===== src/rtl/packet_struct_pkg.sv =====
// Shared packet definitions: IPv4 header layout and packet timestamp width.
package packet_struct_pkg;

    localparam int unsigned IP_HDR_BYTES    = 20;
    localparam int unsigned IP_HDR_W        = IP_HDR_BYTES * 8;
    localparam int unsigned PKT_TIMESTAMP_W = 64;

    // Field order matches wire order, so the first header byte lands in the MSBs.
    typedef struct packed {
        logic [3:0]  version;
        logic [3:0]  ihl;
        logic [7:0]  tos;
        logic [15:0] tot_len;
        logic [15:0] id;
        logic [2:0]  flags;
        logic [12:0] frag_off;
        logic [7:0]  ttl;
        logic [7:0]  protocol;
        logic [15:0] checksum;
        logic [31:0] src_addr;
        logic [31:0] dst_addr;
    } ip_pkt_hdr;

endpackage


===== src/rtl/ip_tx_hdr_prepend.sv =====
// Prepends a 20-byte IP header to a payload stream, realigning payload bytes
// across beats and emitting a trailing drain beat when the carry overflows.
module ip_tx_hdr_prepend
    import packet_struct_pkg::*;
#(
    parameter  int unsigned DATA_WIDTH = 256,
    localparam int unsigned BYTES      = DATA_WIDTH / 8,
    localparam int unsigned PAD_W      = $clog2(BYTES),
    localparam int unsigned HDR_BYTES  = IP_HDR_BYTES
) (
    input  logic                       clk,
    input  logic                       rst,

    input  logic                       hdr_val,
    output logic                       hdr_rdy,
    input  ip_pkt_hdr                  hdr,
    input  logic [PKT_TIMESTAMP_W-1:0] hdr_timestamp,

    input  logic                       payload_val,
    output logic                       payload_rdy,
    input  logic [DATA_WIDTH-1:0]      payload_data,
    input  logic                       payload_last,
    input  logic [PAD_W-1:0]           payload_padbytes,

    output logic                       out_val,
    input  logic                       out_rdy,
    output logic [DATA_WIDTH-1:0]      out_data,
    output logic                       out_last,
    output logic [PAD_W-1:0]           out_padbytes,
    output logic [PKT_TIMESTAMP_W-1:0] out_timestamp
);

    localparam int unsigned   REMAIN_W = DATA_WIDTH - IP_HDR_W;
    localparam logic [PAD_W-1:0] HDR_PAD  = PAD_W'(HDR_BYTES);
    localparam logic [PAD_W-1:0] TAIL_PAD = PAD_W'(BYTES - HDR_BYTES);

    typedef enum logic [2:0] {
        IDLE,
        HDR_ONLY,
        FIRST,
        BODY,
        DRAIN
    } state_t;

    state_t                       state;
    ip_pkt_hdr                    hdr_reg;
    logic [IP_HDR_W-1:0]          carry_reg;
    logic [PAD_W-1:0]             pad_reg;
    logic [PKT_TIMESTAMP_W-1:0]   ts_reg;

    logic [IP_HDR_W-1:0]          hdr_bits;
    logic [IP_HDR_W-1:0]          lead;
    logic                         beat_fire;
    logic                         tail_fits;

    assign hdr_bits      = hdr_reg;
    assign out_timestamp = ts_reg;
    assign beat_fire     = payload_val && out_rdy;
    // The last payload beat's tail fits in the current output beat only if its
    // padding can absorb the header bytes shifted in ahead of it.
    assign tail_fits     = payload_padbytes >= HDR_PAD;

    always_ff @(posedge clk or negedge rst) begin
        if (!rst) begin
            state     <= IDLE;
            hdr_reg   <= '0;
            carry_reg <= '0;
            pad_reg   <= '0;
            ts_reg    <= '0;
        end else begin
            case (state)
                IDLE: begin
                    if (hdr_val) begin
                        hdr_reg <= hdr;
                        ts_reg  <= hdr_timestamp;
                        state   <= (hdr.tot_len == 16'(HDR_BYTES)) ? HDR_ONLY : FIRST;
                    end
                end
                HDR_ONLY, DRAIN: begin
                    if (out_rdy) begin
                        state <= IDLE;
                    end
                end
                FIRST, BODY: begin
                    if (beat_fire) begin
                        carry_reg <= payload_data[IP_HDR_W-1:0];
                        if (!payload_last) begin
                            state <= BODY;
                        end else if (tail_fits) begin
                            state <= IDLE;
                        end else begin
                            pad_reg <= payload_padbytes;
                            state   <= DRAIN;
                        end
                    end
                end
                default: state <= IDLE;
            endcase
        end
    end

    always_comb begin
        hdr_rdy      = 1'b0;
        payload_rdy  = 1'b0;
        out_val      = 1'b0;
        out_data     = '0;
        out_last     = 1'b0;
        out_padbytes = '0;
        lead         = (state == FIRST) ? hdr_bits : carry_reg;
        // Handshakes are forced low while reset is held, even though state already reads IDLE.
        if (rst) begin
            case (state)
                IDLE: begin
                    hdr_rdy = 1'b1;
                end
                HDR_ONLY: begin
                    out_val      = 1'b1;
                    out_data     = {hdr_bits, {REMAIN_W{1'b0}}};
                    out_last     = 1'b1;
                    out_padbytes = TAIL_PAD;
                end
                FIRST, BODY: begin
                    payload_rdy = out_rdy;
                    out_val     = payload_val;
                    if (payload_val) begin
                        out_data = {lead, payload_data[DATA_WIDTH-1 -: REMAIN_W]};
                        if (payload_last && tail_fits) begin
                            out_last     = 1'b1;
                            out_padbytes = payload_padbytes - HDR_PAD;
                        end
                    end
                end
                DRAIN: begin
                    out_val      = 1'b1;
                    out_data     = {carry_reg, {REMAIN_W{1'b0}}};
                    out_last     = 1'b1;
                    out_padbytes = TAIL_PAD + pad_reg;
                end
                default: ;
            endcase
        end
    end

endmodule


===== config.mk =====
export PLATFORM = sky130hd
export DESIGN_NAME = ip_tx_hdr_prepend
export DESIGN_NICKNAME = d
export VERILOG_FILES = /design/src/rtl/packet_struct_pkg.sv /design/src/rtl/ip_tx_hdr_prepend.sv
export SDC_FILE = /design/constraint.sdc
export NUM_CORES = 1
export LEC_CHECK = 0
export CAP_MARGIN = 10
export CORE_AREA = 2 2 319 321
export CTS_CLUSTER_SIZE = 8
export DETAILED_ROUTE_END_ITERATION = 12
export DIE_AREA = 0 0 321 323
export GPL_TIMING_DRIVEN = 0
export SLEW_MARGIN = 20
export SYNTH_ARGS = -nofsm -noshare
export SYNTH_HDL_FRONTEND = slang
export SYNTH_SLANG_ARGS = --single-unit
export TNS_END_PERCENT = 50

===== constraint.sdc =====
create_clock -name clk -period 5.5 [get_ports clk]
set_input_delay 0.825 -clock clk [delete_from_list [all_inputs] [get_ports clk]]
set_output_delay 0.825 -clock clk [all_outputs]
set_load 0.01 [all_outputs]

# == Word-level counts from Yosys, hierarchy flattened ==
# Index checks and enable logic that the tools add are counted.
# totals
ff_bits,392
inputBits,491
out_inout_bits,329
wordCells,62
# classes
n_addsub,2
order_cmp,1
n_eq_ne,8
n_mux,25
bitwise,1
n_reduce_logical,9
# ops
op,n
$pmux 256 s3,1
$mux 256,2
$mux 160,1
$eq 16x5->1 const B,1
$mux 3,5
$mux 5,3
$pmux 5 s3,1
$pmux 3 s3,1
$mux 1,8
$eq 3x2->1 const B,2
$add 4x5->5 const A,1
$ge 5x5->1 const B,1
$sub 5x5->5 const B,1
$ne 2x2->1 const B,2
$pmux 1 s2,2
$reduce_and 2->1,2
$reduce_and 4->1,1
$reduce_or 2->1,2
$eq 3x1->1 const B,1
$eq 3x3->1 const B,1
$logic_not 3->1,1
$reduce_and 3->1,1
$logic_and 1x1->1,2
$mux 2,1
other kinds (2),2

# == Depth between registers and ports, before layout ==
# Gate-level depths: netlist of the first run.
# depth
word_depth,6
ltp_mapped,8
mapped_depth_nobuf,6

# == Least setup slack after synthesis of the first run ==
# No wires, ideal clock.
# synth_timing
kind,input port to output port
start,input port payload_val
end,output port out_data[155]
arrival_ns,1.822
t_required_ns,4.675
path_slack_ns,2.853
path_stages,7
path_buffers,3
path_cell_list,and3b_1 -> a21o_1 -> buf_2 -> buf_6 -> buf_6 -> a22oi_1 -> nor2_1
# synth_via
elab_chain_cells,3
# synth_lines
item,line,source
start: declaration,ip_tx_hdr_prepend.sv:19,"input logic payload_val,"
$mux 256,ip_tx_hdr_prepend.sv:125,if (payload_val) begin
$pmux 256 s3,ip_tx_hdr_prepend.sv:112,case (state)
$mux 256,ip_tx_hdr_prepend.sv:111,if (rst) begin
end: declaration,ip_tx_hdr_prepend.sv:27,"output logic [DATA_WIDTH-1:0] out_data,"
# Every way passes these cells.

# == Final worst setup path of the first run ==
# layout_timing
start,input port rst
end,output port out_data[187]
# layout_via
elab_chain_cells,1
# layout_lines
item,line,source
start: declaration,ip_tx_hdr_prepend.sv:12,"input logic rst,"
$mux 256,ip_tx_hdr_prepend.sv:111,
# Every way passes these cells.

==> run_results.csv, run 1 <==
group,metric,value,unit
pwr,powerDensity,484,nW/um2
layout,fin_nets,2756,
setup_path,crit_fanout,101,
timing,skew,0.0205,ns
synthesis,yosys_warnings,0,
global_routing,grt_start_max_net_pins,102,
detailed_routing,num_vias,14800,
detailed_routing,drtIter0Drc,761,
pwr,vdd_drop_max,265,uV
detailed_routing,detail_route.wl_per_cell,22.0,um
floorplanning,coreArea,101000,um2
layout,multi_input_area,7960,um2
layout,drive_gt1_share,24.0,%
synthesis,seq_area_frac_synth,52.6,%
setup_path,cp-start-kind,"input port",
cts,cts_tree,"built",
layout,fillCellCount,10400,
timing,fin_crit,5.05,ns
pwr,p_leak,12.6,nW
cts,clock_path_buffers,3,
detailed_routing,drcViolationCount,0,
timing,tightest_slew,0.870,ns
setup_path,arrival,4.22,ns
timing,holdWs,0.156,ns
pwr,p_total,14.6,mW
layout,instances_no_fill,3588,
detailed_routing,viasPerCell,4.13,
cts,htreeDepth,2,
cts,cts_root_buffer,"clkbuf_16",
placed_design,port-buffer-count,818,
floorplanning,initial_core_util,18.5,%
cts,clk_pin_slew_worst_paths,0.05,ns
cts,cts_buffers,56,
hold_path,min_path_type,"input port to asynchronous set/reset pin",
detailed_routing,ant_nets,0,
placed_design,placed_area,28600,um2
job,max-cap-violations,0,
cts,cts_setup_buffers,0,
placed_design,dp_hpwl,60.5,mm
cts,postCtsHoldBufs,0,
layout,mostFrequentLayoutCells,"clkdlybuf4s50_1 (817), dfrtp_1 (392), mux2_4 (200), mux2_2 (187), nor2_1 (165)",
setup_path,ff2ff_path_depth,6,
placed_design,place_inst,3514,
timing,setup_violations,0,
cts,numClockSinks,392,
synthesis,synth-edff-count,0,
floorplanning,die_y,323,um
floorplanning,die_w,321,um
layout,area_growth,61.7,%
synthesis,avgSynthCellArea,13.5,um2
global_routing,grt_pass1_vias,15600,
setup_path,r2r_start,"state[1]",
timing,grt_setup_unrepaired,"false",
setup_path,required,4.68,ns
synthesis,ys.flop_type,"dfrtp_1",
layout,post-route-util,30.0,%
setup_path,endpoint_kind,"output pin",
synthesis,synthCells,1383,
timing,hold_viol_final,0,
setup_path,r2r_setup_slack,3.17,ns
timing,fmax,198,MHz
global_routing,grt_pass1_wl,111,mm
placed_design,gp_congestion,0.810,
floorplanning,rows,117,
setup_path,crit_type,"input port to output pin",
floorplanning,ios,820,
global_routing,overflow,0,
layout,regArea,9810,um2
layout,final_common_cell,"clkdlybuf4s50_1",
setup_path,reg2reg_to,"out_timestamp[63]",
layout,final_area,30200,um2
global_routing,antenna_found_initial,20,
timing,max-slew-margin-rel,42.0,%
synthesis,ys_seq_elements,392,
synthesis,synthArstFlopShare,100,%
timing,min_period_over_period,91.8,%
cts,cts_resized,0,
outcome,status,"complete, no violations",
synthesis,synthesis.area,18700,um2
timing,setup_slack,0.453,ns
detailed_routing,firstDrtPassIters,5,
synthesis,synth_cell_types,47,
synthesis,syn_nets,1877,
placed_design,place_ws,-0.0791,ns
floorplanning,dieArea,104000,um2
global_routing,grt_usage,14.6,%
cts,insertion_delay,0.62,ns
timing,tns,0,ns
timing,slew_violations,0,
detailed_routing,routed_wl,79.0,mm
[cell families after synthesis]
kind of cell               share of synthesized area [%]
DFF                                                 52.6
muxes                                               27.5
and+or+nand+nor                                     7.65
AOI/OAI and AO/OA                                   7.25
buffers and inverters                               4.80
adders and majority gates                          0.201
xor gates and xnor gates                          0.0469
[final cells by class]
type	count	area share [%]
clock buffer	64	4.88
tap	1309	5.43
antenna	7	0.0581
clock inverter	4	0.270
multi-input combinational	863	26.4
buffer	120	2.87
sequential	392	32.5
timing repair buffer	822	27.5
inverter	7	0.0871
[synth_stat cells, types with 2 or more instances]
master,instances,area [um2]
dfrtp_1,392,9810
mux2_4,200,3000
mux2_2,187,2110
nor2_1,165,619
a22oi_1,163,1220
and3_1,97,607
buf_2,38,190
clkbuf_1,38,143
buf_6,32,360
buf_8,11,165
inv_1,7,26.3
nand2_1,5,18.8
ha_1,3,37.5
nand2b_1,3,18.8
nor4_1,3,18.8
a21bo_2,2,20.0
a21oi_1,2,10.0
and3b_1,2,17.5
mux2i_1,2,20.0
nand4_1,2,12.5
o21a_1,2,15.0
o21ai_0,2,10.0
[worst max-delay path: stages]
cell,delay (ns)
buf_8,0.39
buf_16,0.37
buf_16,0.45
o21ai_1,0.26
buf_2,0.39
clkbuf_1,0.35
nor2_1,0.36
clkdlybuf4s50_1,0.62
[per-layer routing]
| layer | part of all wire (%) | wire [um] | global-route usage (%) |
|---|---|---|---|
| met1 | 40 | 31700 | 17.3 |
| met4 | 3.4 | 2670 | 5.64 |
| met5 | 0.19 | 148 | 0.370 |
| met2 | 47 | 37100 | 23.7 |
| met3 | 9.3 | 7330 | 5.53 |
[power breakdown]
| group | internal (mW) | switching, mW |
|---|---|---|
| clock network | 1.90 | 1.32 |
| logic | 3.60 | 2.50 |
| registers | 4.38 | 0.900 |
| total | 9.88 | 4.71 |
[how the worst max path moves through the flow]
stage | startpoint | endpoint | slack [ns] | cells past startpoint
6_report | rst | out_data[187] | 0.45 | 8
5_1_grt | rst | out_data[178] | 0.08 | 8
4_1_cts | rst | out_data[187] | 0.27 | 8
3_5_place_dp | rst | out_data[85] | -0.08 | 8
3_3_place_gp | rst | out_data[187] | -15.46 | 6
2_1_floorplan | payload_val | out_data[155] | 2.85 | 7
(Power assumes the default switching activity.)
==> run 2: changes to the inputs <==
- CORE_AREA: 2 2 319 321 -> 2 2 317 319
- DIE_AREA: 0 0 321 323 -> 0 0 319 321
==> run_results.csv, run 2 (synthesized netlist as in run 1, its figures left out) <==
group,metric,value,unit
setup_path,setup.worst_path.end,"out_data[85]",
setup_path,crit_type,"input port to output pin",
detailed_routing,num_vias,14900,
global_routing,grt_start_max_net_pins,86,
layout,fin_nets,2757,
hold_path,min_path_type,"input port to asynchronous set/reset pin",
pwr,p_leak,12.6,nW
layout,final_common_cell,"clkdlybuf4s50_1",
setup_path,crit_cells,7,
setup_path,crit_path_cell_trace,"buf_8 > buf_16 > clkbuf_1 > clkbuf_1 > clkbuf_1 > and3_1 > clkdlybuf4s50_1",
setup_path,ff2ff_path_depth,6,
setup_path,cp_num_buf_inv,6,
timing,tns,0,ns
global_routing,grt_usage,15.1,%
cts,clock_path_buffers,3,
detailed_routing,firstDrtPassIters,4,
setup_path,crit_slowest_cell,"clkbuf_1",
timing,max-slew-margin-rel,44.8,%
setup_path,endpoint_kind,"output pin",
setup_path,cp-start-kind,"input port",
detailed_routing,routed_wl,80.7,mm
floorplanning,dieArea,102000,um2
setup_path,arrival,4.19,ns
pwr,vdd_drop_max,264,uV
layout,final_area,30200,um2
cts,cts_setup_buffers,0,
floorplanning,initial_core_util,18.8,%
placed_design,dp_hpwl,62.8,mm
placed_design,place_inst,3503,
global_routing,grt_pass1_vias,15700,
cts,clk_pin_slew_worst_paths,0.05,ns
cts,htreeDepth,2,
timing,fin_crit,5.01,ns
cts,postCtsHoldBufs,0,
layout,drive_gt1_share,24.1,%
floorplanning,die_y,321,um
timing,setup_slack,0.490,ns
setup_path,critPathMaxStageDelay,0.69,ns
global_routing,grt_pass1_wl,114,mm
placed_design,place_ws,0.359,ns
floorplanning,die_w,319,um
timing,tightest_slew,0.828,ns
timing,min_period_over_period,91.1,%
placed_design,gp_congestion,0.888,
setup_path,cpMostUsedCell,"clkbuf_1",
detailed_routing,viasPerCell,4.17,
detailed_routing,ant_nets,0,
layout,mostFrequentLayoutCells,"clkdlybuf4s50_1 (817), dfrtp_1 (392), mux2_4 (200), mux2_2 (187), nor2_1 (165)",
floorplanning,ios,820,
placed_design,port-buffer-count,818,
timing,setup_violations,0,
outcome,status,"complete, no violations",
layout,area_growth,61.6,%
timing,slew_violations,0,
detailed_routing,drcViolationCount,0,
setup_path,required,4.68,ns
pwr,powerDensity,485,nW/um2
placed_design,placed_area,28600,um2
cts,numClockSinks,392,
global_routing,antenna_found_initial,34,
cts,cts_resized,0,
floorplanning,coreArea,99300,um2
setup_path,path_delay_family,"buffers and inverters",
cts,cts_root_buffer,"clkbuf_16",
timing,hold_viol_final,0,
job,max-cap-violations,0,
cts,cts_tree,"built",
setup_path,r2r_start,"state[1]",
timing,holdWs,0.176,ns
layout,instances_no_fill,3584,
setup_path,reg2reg_to,"hdr_bits[63]",
cts,insertion_delay,0.64,ns
detailed_routing,detail_route.wl_per_cell,22.5,um
timing,fmax,200,MHz
setup_path,r2r_setup_slack,3.05,ns
timing,skew,0.0309,ns
global_routing,overflow,0,
detailed_routing,drtIter0Drc,755,
setup_path,crit_fanout,82,
setup_path,crit_start,"rst",
timing,grt_setup_unrepaired,"false",
cts,cts_buffers,56,
floorplanning,rows,116,
==> run 2: worst register-to-register path, stage by stage (launching register included) <==
cell	delay [ns]
dfrtp_1	0.42
buf_6	0.16
nor3_4	0.29
and2_4	0.20
buf_6	0.20
buf_2	0.62
mux2_2	0.42
==> run 2: final cells by class <==
| cell class | count | area, um2 |
|---|---|---|
| diodes | 13 | 32.5 |
| plain buffers | 121 | 871 |
| clock buffers | 64 | 1480 |
| clock inverters | 4 | 48.8 |
| fillers | 10200 | 69100 |
| inverters | 7 | 26.3 |
| multi-input cells | 863 | 7960 |
| flip-flops and latches | 392 | 9810 |
| well taps | 1298 | 1620 |
| repair buffers | 822 | 8300 |
==> run 2: routing by layer <==
metal / part of all wire (%) / up-vias / track usage (%)
li1: - / 6744 / -
met1: 41 / 7460 / 18.3
met2: 47 / 561 / 24.7
met3: 8.3 / 143 / 5.24
met4: 3.1 / 36 / 5.43
met5: 0.27 / - / 0
==> run 2: worst min-delay path by stage <==
stage / startpoint / to / slack, ns
floorplan: carry_reg[0] / carry_reg[0] / 0.48
global placement: carry_reg[19] / carry_reg[19] / 0.49
detailed placement: out_timestamp[41] / out_timestamp[41] / 0.49
CTS: rst / carry_reg[122] / 0.17
global route: rst / carry_reg[125] / 0.22
finish: rst / carry_reg[125] / 0.18
==> run 2: metrics by stage <==
step / utilization [%] / power (mW)
2_1_floorplan: - / 8.71
3_3_place_gp: 28.7 / 11.4
3_5_place_dp: 28.8 / 11.5
4_1_cts: 30.3 / 14.8
5_1_grt: 30.4 / 15.4
6_report: 30.4 / 14.6
==> run 2: power by group <==
part           total [mW]  switching, mW  internal, mW  leakage (nW)
Clock                3.18           1.31          1.86         0.753
Sequential           5.25          0.878          4.38          4.63
Combinational        6.19           2.58          3.61          7.24
Total                14.6           4.77          9.84          12.6
